### src/rtl/procb_writer_pkg.sv
// procb_writer_pkg: shared constants and types for the procb record writer.
//   PROCB_D_WIDTH   - width of one procb record
//   PROCB_A_WIDTH   - width of the per-thread record count (one bit wider than the address)
//   PROCB_N_RECORDS - records held per thread in the read-ahead buffer
//   PROCB_FIN/STOP  - record bits that close a sequence
package procb_writer_pkg;

    localparam int unsigned PROCB_D_WIDTH   = 32;
    localparam int unsigned PROCB_A_WIDTH   = 4;
    localparam int unsigned PROCB_N_RECORDS = 8;
    localparam int unsigned PROCB_FIN       = 31;
    localparam int unsigned PROCB_STOP      = 30;

    typedef enum logic [2:0] {
        StIdle,
        StLookup,
        StWrite,
        StFull,
        StDrain
    } state_e;

    // A finish or stop record ends the current sequence.
    function automatic logic rec_is_last(input logic [PROCB_D_WIDTH-1:0] rec);
        return rec[PROCB_FIN] | rec[PROCB_STOP];
    endfunction

endpackage

### src/rtl/procb_writer.sv
// procb_writer: feeds thread-tagged procb records into the per-thread read-ahead buffer.
// Ports:
//   CLK, rst                  - clock, synchronous active-high reset
//   in_valid/in_ready         - record handshake from the source
//   in_thread, in_data        - thread tag and record
//   wr_thread_num, wr_en, dout- registered write port to the buffer
//   wr_cnt                    - buffer record count of wr_thread_num
//   busy                      - a sequence is in progress
//   err                       - sticky: a record arrived tagged with the wrong thread
module procb_writer
    import procb_writer_pkg::*;
#(
    parameter int unsigned N_THREADS     = 6,
    parameter int unsigned N_THREADS_MSB = (N_THREADS > 1) ? $clog2(N_THREADS) - 1 : 0
) (
    input  logic                       CLK,
    input  logic                       rst,
    input  logic                       in_valid,
    output logic                       in_ready,
    input  logic [N_THREADS_MSB:0]     in_thread,
    input  logic [PROCB_D_WIDTH-1:0]   in_data,
    output logic [N_THREADS_MSB:0]     wr_thread_num,
    output logic                       wr_en,
    output logic [PROCB_D_WIDTH-1:0]   dout,
    input  logic [PROCB_A_WIDTH-1:0]   wr_cnt,
    output logic                       busy,
    output logic                       err
);

    localparam logic [PROCB_A_WIDTH-1:0] N_REC = PROCB_A_WIDTH'(PROCB_N_RECORDS);

    state_e                     state_q, state_d;
    logic [PROCB_A_WIDTH-1:0]   cnt_q, cnt_d;
    logic [N_THREADS_MSB:0]     thr_d;
    logic                       wr_en_d;
    logic [PROCB_D_WIDTH-1:0]   dout_d;
    logic                       busy_d, err_d;

    logic                       accept;
    logic                       thread_ok;
    logic [PROCB_A_WIDTH-1:0]   cnt_inc;
    logic [PROCB_A_WIDTH-1:0]   wr_cnt_sat;

    // Gated by rst so nothing is consumed from the source in a reset cycle.
    assign in_ready   = !rst && (state_q == StWrite) && (cnt_q != N_REC);
    assign accept     = in_valid && in_ready;
    assign thread_ok  = (in_thread == wr_thread_num);
    assign cnt_inc    = cnt_q + PROCB_A_WIDTH'(1);
    // Local count is never allowed past the buffer depth.
    assign wr_cnt_sat = (wr_cnt > N_REC) ? N_REC : wr_cnt;

    always_comb begin
        state_d = state_q;
        cnt_d   = cnt_q;
        thr_d   = wr_thread_num;
        wr_en_d = 1'b0;
        dout_d  = dout;
        busy_d  = busy;
        err_d   = err;
        unique case (state_q)
            StIdle: begin
                if (in_valid) begin
                    thr_d   = in_thread;
                    busy_d  = 1'b1;
                    state_d = StLookup;
                end
            end
            StLookup: begin
                cnt_d   = wr_cnt_sat;
                state_d = StWrite;
            end
            StWrite: begin
                if (cnt_q == N_REC) begin
                    // Buffer was already full at lookup.
                    state_d = StFull;
                end else if (accept) begin
                    if (!thread_ok) begin
                        // Consumed and dropped: not written, not counted, flags ignored.
                        err_d = 1'b1;
                    end else begin
                        wr_en_d = 1'b1;
                        dout_d  = in_data;
                        cnt_d   = cnt_inc;
                        if (rec_is_last(in_data)) begin
                            state_d = StDrain;
                        end else if (cnt_inc == N_REC) begin
                            state_d = StFull;
                        end
                    end
                end
            end
            StFull: begin
                // Wait for the final write to land so wr_cnt reflects it.
                if (!wr_en) begin
                    cnt_d = wr_cnt_sat;
                    if (wr_cnt < N_REC) begin
                        state_d = StWrite;
                    end
                end
            end
            StDrain: begin
                busy_d  = 1'b0;
                state_d = StIdle;
            end
            default: begin
                state_d = StIdle;
            end
        endcase
    end

    always_ff @(posedge CLK) begin
        if (rst) begin
            state_q       <= StIdle;
            cnt_q         <= '0;
            wr_thread_num <= '0;
            wr_en         <= 1'b0;
            dout          <= '0;
            busy          <= 1'b0;
            err           <= 1'b0;
        end else begin
            state_q       <= state_d;
            cnt_q         <= cnt_d;
            wr_thread_num <= thr_d;
            wr_en         <= wr_en_d;
            dout          <= dout_d;
            busy          <= busy_d;
            err           <= err_d;
        end
    end

endmodule

### config.mk
export PLATFORM = sky130hd
export DESIGN_NAME = procb_writer
export DESIGN_NICKNAME = d
export VERILOG_FILES = /design/src/rtl/procb_writer_pkg.sv /design/src/rtl/procb_writer.sv
export SDC_FILE = /design/constraint.sdc
export NUM_CORES = 1
export LEC_CHECK = 0
export ABC_AREA = 1
export BUFFER_PORTS_ARGS = -buffer_cell sky130_fd_sc_hd__buf_2
export CELL_PAD_IN_SITES_DETAIL_PLACEMENT = 0
export CELL_PAD_IN_SITES_GLOBAL_PLACEMENT = 1
export CORE_MARGIN = 2
export CORE_UTILIZATION = 36
export CTS_CLUSTER_SIZE = 40
export DETAILED_ROUTE_END_ITERATION = 6
export PLACE_DENSITY_LB_ADDON = 0.1
export SLEW_MARGIN = 10
export SYNTH_ARGS = -nofsm -noshare
export SYNTH_HDL_FRONTEND = slang
export SYNTH_SLANG_ARGS = --single-unit
### constraint.sdc
create_clock -name CLK -period 3 [get_ports CLK]
set_input_delay 0.15 -clock CLK [delete_from_list [all_inputs] [get_ports CLK]]
set_output_delay 0.15 -clock CLK [all_outputs]
set_load 0.005 [all_outputs]
==> results_dict.tcl <==
set metrics [dict create \
    postSynthCellCount 268 \
    cts_max_level 2 \
    ant_nets 0 \
    finalClockSkew_ps 12.4 \
    synth_cell_types 28 \
    hold_class "input port to register" \
    yosys.area.top_type "dfxtp_1" \
    drive_above_1_share_pct 29.0 \
    regArea_sq_um 901 \
    track_usage_pct 15.3 \
    postCtsHoldBufs 0 \
    cts_tree "yes" \
    cts_inserted_buffers 5 \
    die_w_um 78.5 \
    worstSetupStartpointType "register" \
    layout_common_cells "80 x buf_2, 75 x nor2_1, 45 x dfxtp_1" \
    multi_input_area_sq_um 912 \
    clk_pin_slew_ps 90 \
    post-route-drc-count 0 \
    crit_chain "inv_1 -> ha_1 -> nand2_1 -> nor2_1 -> nor3_2 -> nand2_4 -> inv_6 -> nor2_1 -> nor2_1" \
    nets 389 \
    ioPinCount 81 \
    final_hold_viol_count 0 \
    muxShareOfSynthArea_pct 0 \
    min_period_ps 1910 \
    grt_pass1_vias 1641 \
    synth_top_family_by_area "simple AND/OR/NAND/NOR gates" \
    avgViaCountPerCell 4.58 \
    status "complete, no violations" \
    core_sq_um 5440 \
    grt_setup_unrepaired "no" \
    antenna_found_initial 0 \
    timing.max_cap.violations 0 \
    die_h_um 78.5 \
    grt_pass1_wl_um 7430 \
    ctsResizeCount 0 \
    post-cts-setup-buffers 0 \
    p_leak_nw 1.22 \
    final_common_cell "buf_2" \
    die-area_sq_um 6160 \
    root_buffer "clkbuf_8" \
    worstSetupPathType "register to register" \
    wl_um 4630 \
    firstDrtPassIters 4 \
    syn_area_per_cell_sq_um 7.46 \
    row_count 27 \
    place.gp.congestion 0.759 \
    required_ps 3230 \
    start_util_pct 36.7 \
    dp_hpwl_um 3340 \
    path_max_fanout 35 \
    post-route-util_pct 45.9 \
    setup_viol 0 \
    setup-tns-final_ps 0 \
    synth-seq-area-share_pct 45.1 \
    syn_area_sq_um 2000 \
    synth.top_cell.area_share_pct 45.1 \
    synthAdderAreaFrac_pct 1.25 \
    fmax_mhz 525 \
    cts.path.max_buffers 2 \
    max-vdd-ir-drop_uv 297 \
    ys_top_cells_by_area "dfxtp_1 45%, nor2_1 14%, nand2_1 7.0%" \
    drt_iter0_markers 62 \
    ys_warn_count 0 \
    drt-wirelength-per-cell_um 11.1 \
    synth_xor_area_share_pct 0.438 \
    slowest_delay_ps 420 \
    vias 1911 \
    clock-sinks 45 \
    crit_slowest_cell "dfxtp_1" \
    portBuffers 80 \
    filler_cell_count 606 \
    grt_overflow 0 \
    grt_max_degree 38 \
    synth_fp_nets 312 \
    worstMarginPinSlew_ps 464 \
    fin_hold_ws_ps 79.1 \
    worstPathArrival_ps 2130 \
    antennaDiodeCount 0 \
    end_kind "register" \
    powerDensity_nw_per_um2 688 \
    ys_ff_latch 45 \
    yosys.area_share.simple_pct 29.9 \
    period_share_pct 63.5 \
    crit_top_cell "nor2_1" \
    clk_latency_ps 300 \
    synth-compound-area-share_pct 14.0 \
    slew_headroom_pct 68.8 \
    area_growth_pct 25.0 \
    maxSlewViolCount 0 \
]
==> final timing paths <==
check | startpoint | endpoint | slack (ps) | cells after the start
hold reg to reg | err | err | 470 | 2
setup / recovery | cnt_q[0] | dout[11] | 1090 | 9
setup reg to reg | cnt_q[0] | dout[11] | 1090 | 9
hold / removal | in_data[6] | dout[6] | 80 | 3
==> area by class of cell <==
class	instances	share of cell area, %
clock inverters	2	1.55
well taps	72	3.61
multi-input cells	192	36.5
flip-flops and latches	45	36.1
clock buffers	5	2.75
repair buffers	81	16.3
inverters	20	3.20
==> worst max-delay path: cells and delay by family, from the launching register on <==
family                   cells  cell delay [ps]
AND/OR/NAND/NOR              6              820
flip-flops                   1              420
buffers and inverters        2              370
adder cells (fa/ha/maj)      1              210
==> metrics by stage <==
step	std cells	power, W	worst slack [ps]	instance area (sq um)
final	417	0.00172	1090	2500
after global routing	417	0.00185	832	2500
after CTS	417	0.00174	1060	2500
after detailed placement	410	0.00128	1090	2390
after global placement	410	0.00128	1130	2390
after floorplan	268	0.00114	1430	2000
==> logic make-up after synthesis <==
family                     Yosys count
AOI/OAI and AO/OA                   51
xor gates and xnor gates             1
adders and majority gates            2
buffers and inverters               31
DFF                                 45
and+or+nand+nor                    138
==> flip-flops by register name, indices dropped and copies added, names as in the netlist <==
register       cells
wr_thread_num      3
wr_en              1
busy               1
cnt_q              4
dout              32
err                1
state_q            3
==> cell usage after synthesis, drive strengths merged <==
master and instances:
buf 5, inv 20, ha 2, nand2 41
nand3 13, xnor2 1, dfxtp 45, clkbuf 6
or2 1, nand4 3, a22oi 1, nor3 3
a21oi 10, o211ai 1, o21ai 38, o21bai 1
nor2 77
==> power by group <==
group          switching, W  internal, W  total (W)
Sequential        0.0000717     0.000662   0.000733
Clock              0.000208     0.000247   0.000455
Combinational      0.000324     0.000206   0.000530
Total              0.000604      0.00111    0.00172
==> layer usage <==
metal	track usage, %	share of wire, %	wire length [um]
met4	6.32	1.6	72
met3	4.14	6.1	283
met1	18.1	46	2130
met2	26.1	46	2150
met5	0	0	0
Note: power is estimated with default switching activity, not from simulation.
